### src/rtl/updown_sweep_ctrl.sv
// Sequencer for an 8-bit up/down counter: loads lo, then sweeps lo->hi->lo n times.
// Optional SWEEP_HOLD_EN adds an i_hold input that freezes the run in LOAD/UP/DOWN.
module updown_sweep_ctrl #(
  parameter int WIDTH   = 8,
  parameter int SWEEP_W = 4
) (
  input  logic               i_clk,
  input  logic               i_rst,
  input  logic               i_start,
  input  logic               i_abort,
`ifdef SWEEP_HOLD_EN
  input  logic               i_hold,
`endif
  input  logic [WIDTH-1:0]   i_lo,
  input  logic [WIDTH-1:0]   i_hi,
  input  logic [SWEEP_W-1:0] i_n_sweeps,
  input  logic [WIDTH-1:0]   i_count,
  output logic               o_cnt_load,
  output logic [WIDTH-1:0]   o_load_val,
  output logic               o_cnt_en,
  output logic               o_mode,
  output logic               o_busy,
  output logic               o_done,
  output logic               o_err,
  output logic [SWEEP_W-1:0] o_sweep_idx
);

  typedef enum logic [2:0] {
    S_IDLE = 3'd0,
    S_LOAD = 3'd1,
    S_UP   = 3'd2,
    S_DOWN = 3'd3,
    S_DONE = 3'd4
  } state_t;

  state_t             r_state;
  state_t             w_next;
  logic [WIDTH-1:0]   r_lo;
  logic [WIDTH-1:0]   r_hi;
  logic [SWEEP_W-1:0] r_n;
  logic [SWEEP_W-1:0] r_sweep_idx;
  logic               r_err;

  logic               w_hold;
  logic               w_go;
  logic               w_start_req;
  logic               w_start_ok;
  logic               w_at_hi;
  logic               w_at_lo;
  logic [SWEEP_W-1:0] w_idx_inc;
  logic               w_last;

`ifdef SWEEP_HOLD_EN
  assign w_hold = i_hold;
`else
  assign w_hold = 1'b0;
`endif

  // abort outranks start, so an aborted start is neither accepted nor rejected
  assign w_start_req = i_start && !i_abort;
  assign w_start_ok  = w_start_req && (i_lo < i_hi) && (i_n_sweeps != '0);
  assign w_go        = !w_hold && !i_abort;
  assign w_at_hi     = (i_count == r_hi);
  assign w_at_lo     = (i_count == r_lo);
  assign w_idx_inc   = r_sweep_idx + {{(SWEEP_W-1){1'b0}}, 1'b1};
  assign w_last      = (w_idx_inc == r_n);

  always_ff @(posedge i_clk) begin
    if (i_rst) begin
      r_state <= S_IDLE;
    end else begin
      r_state <= w_next;
    end
  end

  always_comb begin
    w_next = r_state;
    case (r_state)
      S_IDLE: if (w_start_ok) w_next = S_LOAD;
      S_LOAD: if (!w_hold) w_next = S_UP;
      S_UP:   if (!w_hold && w_at_hi) w_next = S_DOWN;
      S_DOWN: if (!w_hold && w_at_lo) w_next = w_last ? S_DONE : S_UP;
      S_DONE: w_next = S_IDLE;
      default: w_next = S_IDLE;
    endcase
    if (i_abort && (r_state != S_IDLE)) w_next = S_IDLE;
  end

  always_ff @(posedge i_clk) begin
    if (i_rst) begin
      r_lo        <= '0;
      r_hi        <= '0;
      r_n         <= '0;
      r_sweep_idx <= '0;
      r_err       <= 1'b0;
    end else begin
      r_err <= (r_state == S_IDLE) && w_start_req && !w_start_ok;
      if ((r_state == S_IDLE) && w_start_ok) begin
        r_lo        <= i_lo;
        r_hi        <= i_hi;
        r_n         <= i_n_sweeps;
        r_sweep_idx <= '0;
      end else if ((r_state == S_DOWN) && w_go && w_at_lo) begin
        r_sweep_idx <= w_idx_inc;
      end
    end
  end

  always_comb begin
    o_cnt_load = 1'b0;
    o_cnt_en   = 1'b0;
    o_mode     = 1'b0;
    o_done     = 1'b0;
    case (r_state)
      S_LOAD: o_cnt_load = w_go;
      S_UP: begin
        o_cnt_en = w_go;
        o_mode   = w_at_hi;
      end
      S_DOWN: begin
        // at lo the direction flips to up unless this was the final sweep
        o_cnt_en = w_go && !(w_at_lo && w_last);
        o_mode   = !w_at_lo;
      end
      S_DONE: o_done = !i_abort;
      default: ;
    endcase
    if (i_rst) begin
      o_cnt_load = 1'b0;
      o_cnt_en   = 1'b0;
      o_done     = 1'b0;
    end
  end

  assign o_busy      = (r_state != S_IDLE);
  assign o_err       = r_err;
  assign o_load_val  = r_lo;
  assign o_sweep_idx = r_sweep_idx;

endmodule

### config.mk
export PLATFORM = sky130hd
export DESIGN_NAME = updown_sweep_ctrl
export DESIGN_NICKNAME = d
export VERILOG_FILES = /design/src/rtl/updown_sweep_ctrl.sv
export SDC_FILE = /design/constraint.sdc
export NUM_CORES = 1
export LEC_CHECK = 0
export BUFFER_PORTS_ARGS = -buffer_cell sky130_fd_sc_hd__buf_2
export CORE_MARGIN = 3
export CORE_UTILIZATION = 47
export CTS_CLUSTER_SIZE = 20
export DETAILED_ROUTE_END_ITERATION = 8
export PLACE_DENSITY = 0.71
export SLEW_MARGIN = 40
export SYNTH_ARGS = -nofsm -noshare
export SYNTH_HDL_FRONTEND = slang
export SYNTH_SLANG_ARGS = --single-unit
### constraint.sdc
create_clock -name i_clk -period 5.36 [get_ports i_clk]
set_input_delay 1.072 -clock i_clk [delete_from_list [all_inputs] [get_ports i_clk]]
set_output_delay 1.072 -clock i_clk [all_outputs]
set_load 0.1 [all_outputs]
---- After elaboration in Yosys (flattened, before gate mapping) ----
Cells that the tools add are included.
word-level totals
  register bits after elaboration ......... 28
  output and inout port bits .............. 18
  word-level logic and storage cells ...... 51
cells by class
  add/subtract/negate cells ............... 1
  magnitude comparators ................... 1
  eq/ne operators ......................... 10
  mux-type cells .......................... 12
  reductions and logical operators ........ 21
operators by type and width
  kind                   count
  $eq A8 B8 Y1           2
  $mux W3                4
  $pmux W3 S4            1
  $logic_and A1 B1 Y1    11
  $lt A8 B8 Y1           1
  $eq A3 B2 Y1 const B   2
  $ne A2 B2 Y1 const B   3
  $mux W1                5
  $add A4 B1 Y4 const B  1
  $eq A4 B4 Y1           1
  $logic_not A1 Y1       4
  $pmux W1 S2            2
  $reduce_bool A4 Y1     1
  $reduce_or A2 Y1       2
  $eq A3 B1 Y1 const B   1
  $eq A3 B3 Y1 const B   1
  $logic_not A3 Y1       1
  $reduce_and A3 Y1      1
  $reduce_bool A3 Y1     1

---- Depth between registers and ports, before layout ----
  depth in word-level cells ............... 7
  mapped depth ............................ 8
  mapped depth without buffers ............ 7

---- Worst setup path before layout ----
OpenSTA, ideal clock, no wires.
  path type ............................... input -> output
  from .................................... input i_rst
  to ...................................... output o_cnt_load
  data arrival time ....................... 4.465 ns
  data required time ...................... 4.288 ns
  path slack .............................. -0.177 ns
  stages .................................. 3
  path through ............................ clkbuf_1 -> nor2_1 -> nor4b_1
between the ends
  word-level cells in the longest chain between the ends .. 1
RTL lines
  item         line  RTL
  from (decl)  8     input logic i_rst,
  $mux W1      128   if (i_rst) begin
  to (decl)    18    output logic o_cnt_load,
No other way between the ends.

---- Worst setup path in the final report ----
  from .................................... input i_count[1]
  to ...................................... output o_cnt_en
between the ends
  word-level cells in the longest chain between the ends .. 6
RTL lines
  item                 line  RTL
  from (decl)          17    input logic [WIDTH-1:0] i_count,
  $eq A8 B8 Y1         64    assign w_at_lo = (i_count == r_lo);
  $logic_and A1 B1 Y1  122   o_cnt_en = w_go && !(w_at_lo && w_last);
  $logic_not A1 Y1     122
  $logic_and A1 B1 Y1  122
  $pmux W1 S2          114   case (r_state)
  $mux W1              128
  to (decl)            20    output logic o_cnt_en,
No other way between the ends.

==> results.json <==
{
  "cts_resized": 0,
  "ctsHoldBuffers": 0,
  "path_cells": "buf_2 > xor2_1 > nor4_1 > and2_1 > nand3_1 > o2111a_1 > buf_2",
  "routed_wl_um": 3640,
  "hold_viol_final": 0,
  "antenna_found_initial": 0,
  "ys_ff_latch": 28,
  "place_area_um2": 2040,
  "fp.dieW_um": 67.3,
  "worstSetupStartpointType": "primary input",
  "post-route-period-util_pct": 71.4,
  "critPathBufInv": 2,
  "synth_edf_count": 0,
  "max_clock_freq_mhz": 261,
  "async_flop_share_pct": 0,
  "vias": 1433,
  "clkPwrFrac_pct": 27.4,
  "grt_pass1_vias": 1271,
  "crit_path_max_incr_delay_ps": 550,
  "rows": 21,
  "synthFlopType": "dfxtp_1",
  "htreeDepth": 1,
  "layout-drive-gt1-share_pct": 25.0,
  "final_area_um2": 2100,
  "slowest_stage": "nor4_1",
  "syn-cell-area_um2": 1770,
  "start_util_pct": 50.9,
  "syn_inst": 193,
  "ys_types": 33,
  "crit_fanout": 4,
  "pwr-share-seq_pct": 47.1,
  "worstMarginPinSlew_ps": 615,
  "first_pass_iters": 4,
  "yosysMostFrequentCell": "nand2b_1",
  "path_common_cell": "buf_2",
  "p_sw_share_pct": 31.3,
  "grt_pass1_wl_um": 5880,
  "cts_tree": "done",
  "cp-end-kind": "primary output",
  "arrival_ps": 2760,
  "diodes": 0,
  "syn_avg_cell_area_um2": 9.15,
  "status": "finished clean",
  "slew_headroom_pct": 59.0,
  "cellLeakagePower_nw": 0.950,
  "ys_seq_area_share_pct": 31.8,
  "grt_max_degree": 48,
  "post_cts_buffers": 0,
  "grt_overflow": 0,
  "maxSlewViolCount": 0,
  "hp-class": "reg2reg",
  "layout_min_cycle_time_ps": 3830,
  "p_sw_mw": 0.149,
  "globalRouteTotalUtil_pct": 17.1,
  "viasPerCell": 5.01,
  "ys.warnings.count": 0,
  "powerDensity_nw_per_um2": 227,
  "clk_pin_slew_ps": 90,
  "place.gp.congestion": 0.790,
  "drc": 0,
  "io_buffer_count": 49,
  "syn_to_final_growth_pct": 18.7,
  "io_pins": 50,
  "cts_sinks": 28,
  "fin_nets": 281,
  "power_frac_comb_pct": 25.5,
  "yosysTopAreaCellShare_pct": 31.8,
  "ir_worst_vdd_mv": 0.190,
  "fin_skew_ps": 2.27,
  "rsz0062_at_grt": "false",
  "post-dp-hpwl_um": 2880,
  "finalSetupViolations": 0,
  "ant_nets": 0,
  "dieArea_um2": 4530,
  "p_int_mw": 0.327,
  "cap_violations": 0,
  "wl_per_cell_um": 12.7,
  "synth.largest_area_cell": "dfxtp_1",
  "synth_common_cells": "41 x nand2b_1, 28 x dfxtp_1, 21 x mux2i_1",
  "core_area_um2": 3470,
  "path_delay_family": "simple AND/OR/NAND/NOR gates",
  "cts_buffers": 3,
  "clkLatencyLatePin_ps": 270,
  "cp.required_ps": 4290,
  "syn-num-nets": 233,
  "crit_type": "in2out",
  "root_buffer": "clkbuf_8",
  "tns_ps": 0,
  "die_h_um": 67.3,
  "synthTopCellsByArea": "dfxtp_1 32%, nand2b_1 15%, mux2i_1 12%, xor2_1 6.9%, ha_1 5.7%",
  "drt_iter0_drc": 124,
  "cts_buffer_depth": 2
}
flip-flops by register name (all words and copies together) (netlist names):
| signal | count |
|---|---|
| r_hi | 8 |
| r_n | 4 |
| o_load_val | 8 |
| o_sweep_idx | 4 |
| r_state | 3 |
| o_err | 1 |
final timing paths:
check / startpoint / to / slack (ps) / cells past startpoint
min reg2reg: r_hi[0] / r_hi[0] / 490 / 2
max reg2reg: r_state[1] / r_n[0] / 3520 / 5
min: r_hi[0] / r_hi[0] / 490 / 2
max: i_count[1] / o_cnt_en / 1530 / 7
per-layer routing:
layer	wire length, um	GRT usage (%)
met3	179	4.49
met4	23	3.04
met1	1700	22.6
met2	1740	28.2
met5	0	0
cell families (layout without fill, tap and decap cells):
| family | after synthesis | in the layout | synth area share [%] |
|---|---|---|---|
| multiplexers | 21 | 21 | 11.9 |
| flip-flops | 28 | 28 | 31.8 |
| AND/OR/NAND/NOR | 79 | 79 | 26.6 |
| AO/OA/AOI/OAI | 16 | 16 | 7.44 |
| buffers and inverters | 16 | 63 | 4.25 |
| adder cells (fa/ha/maj) | 8 | 8 | 5.67 |
| XOR/XNOR | 25 | 25 | 12.4 |
cell usage in the layout (no fill, tap or decap), drive strengths merged, types with 5 or more instances in the layout:
cell type	count
a21oi	5
dfxtp	28
xnor2	11
xor2	14
buf	50
nand2b	42
nor3	8
nor2	5
inv	9
nand3	5
mux2i	21
ha	8
layout make-up:
type / instances / area [um2]
Clock buffer: 4 / 55.1
Fill cell: 353 / 1370
Inverter: 9 / 33.8
Multi-Input combinational cell: 149 / 1140
Sequential cell: 28 / 561
Tap cell: 46 / 57.6
Timing Repair Buffer: 50 / 253
tightest hold or removal path, delay by kind of cell, from the launching register on:
family / cells / cell delay, ps
simple gates: 1 / 70
flops: 1 / 330
mux: 1 / 60
metrics by stage:
stage	cells	total power, mW	utilization, %	setup WS [ps]	hold WS, ps
after floorplan	193	0.320	-	1250	460
after global placement	282	0.350	58.8	1530	472
after detailed placement	282	0.351	58.8	1530	476
after CTS	286	0.480	60.4	1530	495
after global routing	286	0.500	60.4	1380	506
final	286	0.475	60.4	1530	491
power by group through the flow:
stage          Sequential, mW  Clock (mW)  Combinational, mW
6_report                0.224       0.130              0.121
5_1_grt                 0.225       0.143              0.133
4_1_cts                 0.224       0.134              0.122
3_5_place_dp            0.229           0              0.122
3_3_place_gp            0.228           0              0.121
2_1_floorplan           0.251           0             0.0685
Note: power is estimated with default switching activity, not from simulation.
